[src/rtl/oam_dma_arbiter.sv]
// Shares the CPU bus between the 6502 core and the sprite DMA engine. It passes CPU strobes through while idle.
// A write to the DMA register stalls the CPU and copies one page to the OAM data port.
module oam_dma_arbiter #(
    parameter logic [15:0] DMA_REG_ADDR  = 16'h4014,
    parameter logic [15:0] OAM_DATA_ADDR = 16'h2004,
    parameter int          XFER_LEN      = 256
) (
    input  logic        clk,
    input  logic        rst,
    input  logic [15:0] cpu_addr_i,
    input  logic        cpu_read_i,
    input  logic        cpu_write_i,
    input  logic [7:0]  cpu_wdata_i,
    output logic        cpu_stall_o,
    output logic [15:0] bus_addr_o,
    output logic        bus_read_o,
    output logic        bus_write_o,
    output logic [7:0]  bus_wdata_o,
    input  logic [7:0]  bus_rdata_i,
    output logic        dma_active_o
);

    localparam int CNT_W = $clog2(XFER_LEN);

    typedef enum logic [2:0] {
        IDLE  = 3'd0,
        HALT  = 3'd1,
        ALIGN = 3'd2,
        READ  = 3'd3,
        WRITE = 3'd4
    } state_t;

    state_t           state_q;
    logic [7:0]       page_q;
    logic [CNT_W-1:0] cnt_q;
    logic             parity_q;
    logic             stall_q;

    logic             trigger_d;
    logic             cnt_last_d;
    logic [15:0]      dma_addr_d;

    always_comb begin
        trigger_d  = (state_q == IDLE) && cpu_write_i &&
                     (cpu_addr_i == DMA_REG_ADDR) && !stall_q;
        cnt_last_d = (cnt_q == CNT_W'(XFER_LEN - 1));
        // Count sits in the low byte; the page never carries out past bit 15.
        dma_addr_d = {page_q, 8'(cnt_q)};
    end

    always_ff @(posedge clk or posedge rst) begin
        if (rst) begin
            state_q  <= IDLE;
            page_q   <= 8'h00;
            cnt_q    <= '0;
            parity_q <= 1'b0;
            stall_q  <= 1'b0;
        end else begin
            parity_q <= ~parity_q;
            case (state_q)
                IDLE: begin
                    if (trigger_d) begin
                        page_q  <= cpu_wdata_i;
                        cnt_q   <= '0;
                        state_q <= HALT;
                        stall_q <= 1'b1;
                    end
                end
                // An odd cycle at HALT costs one extra alignment cycle before the first read.
                HALT:  state_q <= parity_q ? ALIGN : READ;
                ALIGN: state_q <= READ;
                READ:  state_q <= WRITE;
                WRITE: begin
                    if (cnt_last_d) begin
                        state_q <= IDLE;
                        stall_q <= 1'b0;
                    end else begin
                        cnt_q   <= cnt_q + CNT_W'(1);
                        state_q <= READ;
                    end
                end
                default: begin
                    state_q <= IDLE;
                    stall_q <= 1'b0;
                end
            endcase
        end
    end

    always_comb begin
        bus_addr_o  = dma_addr_d;
        bus_read_o  = 1'b0;
        bus_write_o = 1'b0;
        bus_wdata_o = 8'h00;
        case (state_q)
            IDLE: begin
                bus_addr_o  = cpu_addr_i;
                bus_read_o  = cpu_read_i;
                bus_write_o = cpu_write_i;
                bus_wdata_o = cpu_wdata_i;
            end
            READ:  bus_read_o = 1'b1;
            WRITE: begin
                bus_write_o = 1'b1;
                bus_addr_o  = OAM_DATA_ADDR;
                bus_wdata_o = bus_rdata_i;
            end
            default: ;
        endcase
    end

    assign cpu_stall_o  = stall_q;
    assign dma_active_o = stall_q;

endmodule
[config.mk]
export PLATFORM = sky130hd
export DESIGN_NAME = oam_dma_arbiter
export DESIGN_NICKNAME = d
export VERILOG_FILES = /design/src/rtl/oam_dma_arbiter.sv
export SDC_FILE = /design/constraint.sdc
export NUM_CORES = 1
export LEC_CHECK = 0
export BUFFER_PORTS_ARGS = -buffer_cell sky130_fd_sc_hd__buf_2
export CORE_MARGIN = 1.5
export CORE_UTILIZATION = 46
export CTS_CLUSTER_SIZE = 28
export DETAILED_ROUTE_END_ITERATION = 10
export PLACE_DENSITY = 0.79
export SETUP_SLACK_MARGIN = 0.4
export SLEW_MARGIN = 20
export SYNTH_ARGS = -nofsm -noshare
export SYNTH_HDL_FRONTEND = slang
export SYNTH_SLANG_ARGS = --single-unit
[constraint.sdc]
create_clock -name clk -period 2.25 [get_ports clk]
set_input_delay 0.675 -clock clk [delete_from_list [all_inputs] [get_ports clk]]
set_output_delay 0.675 -clock clk [all_outputs]
set_load 0.005 [all_outputs]
==> flow_summary.yaml <==
run_status:
  failed_checks: "setup timing"
  status: "complete, but fails checks"
die:
  start_util_pct: 49.64
  io_pins: 64
  coreArea_mm2: 0.002805
  dieHeight_um: 58.02
  dieArea_mm2: 0.003366
  fp-row-count: 19
  die_w_um: 58.02
drt:
  drt-total-wl_um: 4339
  ant_nets: 0
  drt_first_pass_iters: 6
  drt_first_iter_violations: 91
  vias: 1480
  wire_per_inst_um: 17.29
  drc_errors: 0
  vias_per_cell: 5.896
sta:
  whs_ps: 320.9
  tightest_slew_ps: 434.4
  hold_violations: 0
  layout_setup_ws_ps: -9.863
  finalSetupViolations: 3
  rsz0062_at_grt: "yes"
  period_minus_slack_ps: 2260
  fmax_mhz: 442.5
  drv_slew: 0
  maxSlewHeadroom_pct: 71.01
  min_period_over_period_pct: 100.4
  skew_ps: 3.955
synthesis:
  synthCells: 150
  ys_seq_area_share_pct: 37.74
  synthTopCellsByCount: "dfrtp_1 (21), nor2_1 (17), a22o_1 (11), mux2i_1 (9), inv_1 (8)"
  synth_nets: 187
  async_flop_share_pct: 100.0
  yosys_warnings: 0
  syn_area_mm2: 0.001393
  netlist.area_leader.share_pct: 37.74
  synth_cell_types: 43
  synth-seq-cells: 21
  yosys.cell_count.top_type: "dfrtp_1"
  synth_edf_count: 0
  synthFlopType: "dfrtp_1"
  netlist_top_cells_area: "dfrtp_1 (38%), a22o_1 (6.9%), mux2i_1 (6.5%)"
  syn_area_per_cell_um2: 9.284
  synth_area_leader_cell: "dfrtp_1"
cells_and_area:
  n_antenna_cell: 0
  drive_above_1_share_pct: 50.00
  seq_area_um2: 526.8
  multi_input_area_um2: 884.6
  fin_nets: 258
  fillers: 224
  area_growth_pct: 40.88
critical_path:
  path_class: "flop to primary output"
  cp_max_fo: 8
  ff2ff_path_depth: 6
  cp-start-kind: "flop"
  endpoint_kind: "primary output"
  arrival_ps: 1580
  r2r-end: "cnt_q[1]"
  ff2ff_setup_slack_ps: 490
  r2r_start: "state_q[0]"
  crit_required_ps: 1570
clock_tree:
  cts-root-buf: "clkbuf_4"
  cts-htree-levels: 1
  cts.path.max_buffers: 2
  clock_latency_ps: 320
  cts_tree: "yes"
  clock-sinks: 21
  cts_buffers: 3
  path_clk_slew_ps: 120
  hold_buffers: 0
place:
  gp_congestion: 0.8345
  dpl.hpwl_um: 3185
  pre_cts_ws_ps: 183.8
  io_buffers: 63
global_route:
  grt_max_degree: 21
  overflow: 0
  grt_use_met2_pct: 45.13
  grt_pass1_vias: 1455
  antenna_found_initial: 0
  top_usage_layer: "met2"
  grt_util_met3_pct: 3.348
  grt_use_total_pct: 26.90
  grt_use_met1_pct: 35.19
  grt_pass1_wl_um: 6886
power:
  p_leak_nw: 0.9678
  ir_drop_v: 0.0005106
  powerDensity_mw_per_mm2: 1057
min_path:
  min_path_type: "primary input to asynchronous set/reset pin"
job:
  cap_violations: 0
-- repair_timing --
action / 4_1_cts / 5_1_grt
setup buffers: 4 / 2
resized for setup: 12 / 20
endpoints found under the setup margin: 28 / 31
pin swaps: 6 / 7
-- critical path, cell delays in order (launching register included) --
cell and delay [ps]:
dfrtp_1 420, or2_4 290, nor2_4 140, buf_6 160
a22o_1 150, buf_2 110
-- worst max path at each step --
stage / slack (ps) / startpoint / endpoint
3_3_place_gp: 220 / cpu_addr_i[6] / page_q[2]
5_1_grt: -60 / state_q[1] / bus_addr_o[5]
4_1_cts: 40 / state_q[1] / bus_addr_o[3]
2_1_floorplan: 400 / state_q[0] / bus_addr_o[11]
6_report: -10 / state_q[1] / bus_addr_o[15]
3_5_place_dp: 180 / cpu_addr_i[6] / page_q[2]
-- through the flow --
step	setup TNS, ps	utilization, %	std cells	cell area [um^2]	power, mW
5_1_grt	-504.9	69.94	251	1962	2.219
6_report	-15.07	69.94	251	1962	2.074
3_3_place_gp	0	63.34	241	1777	1.553
2_1_floorplan	0	-	150	1445	1.216
4_1_cts	0	66.95	249	1878	1.928
3_5_place_dp	0	63.34	241	1777	1.578
-- cell type report --
class / instances / area share (%)
Multi-Input combinational cell: 110 / 45.09
Sequential cell: 21 / 26.85
Timing Repair Buffer: 77 / 23.21
Tap cell: 31 / 1.977
Inverter: 8 / 1.531
Clock buffer: 4 / 1.339
-- cells by family (layout without fill, tap and decap cells) --
group	Yosys count	in the layout	synth area share, %
flip-flops	21	21	37.74
buffers and inverters	19	89	6.558
adder cells (fa/ha/maj)	1	1	0.8983
AND/OR/NAND/NOR	50	50	19.50
AO/OA/AOI/OAI	39	39	20.49
XOR/XNOR	3	3	1.887
multiplexers	17	17	12.94
-- registers in the layout, summed over array words and instances, names as in the netlist --
name / count
cnt_q: 8
parity_q: 1
cpu_stall_o: 1
page_q: 8
state_q: 3
-- where the power goes --
part           switching, mW  internal [mW]  leakage, nW  total (mW)
combinational          0.704          0.682        0.711        1.39
clock                  0.127         0.0696       0.0150       0.196
sequential            0.0677          0.424        0.242       0.492
total                  0.899           1.18        0.968        2.07
-- placed cells by master, fill, tap and decap left out, types with 3 or more instances in the layout --
cell type and n:
inv_1 8, mux2i_1 5, clkbuf_4 3, buf_4 8, nor2_1 10, buf_6 4
o22ai_1 3, nand3_1 5, nor2_2 4, nor2_4 4, a22o_1 11, dfrtp_1 20
buf_2 63, nor3_1 3, mux2i_2 3, a21oi_1 5, nand2_1 6, mux2_2 7
o21ai_0 5
-- layer usage --
layer	up-vias	part of all wire, %
li1	689	-
met1	709	41
met2	72	51
met5	-	0
met4	0	2.0
met3	10	6.2
No activity file was read; power rests on OpenSTA's default activity.
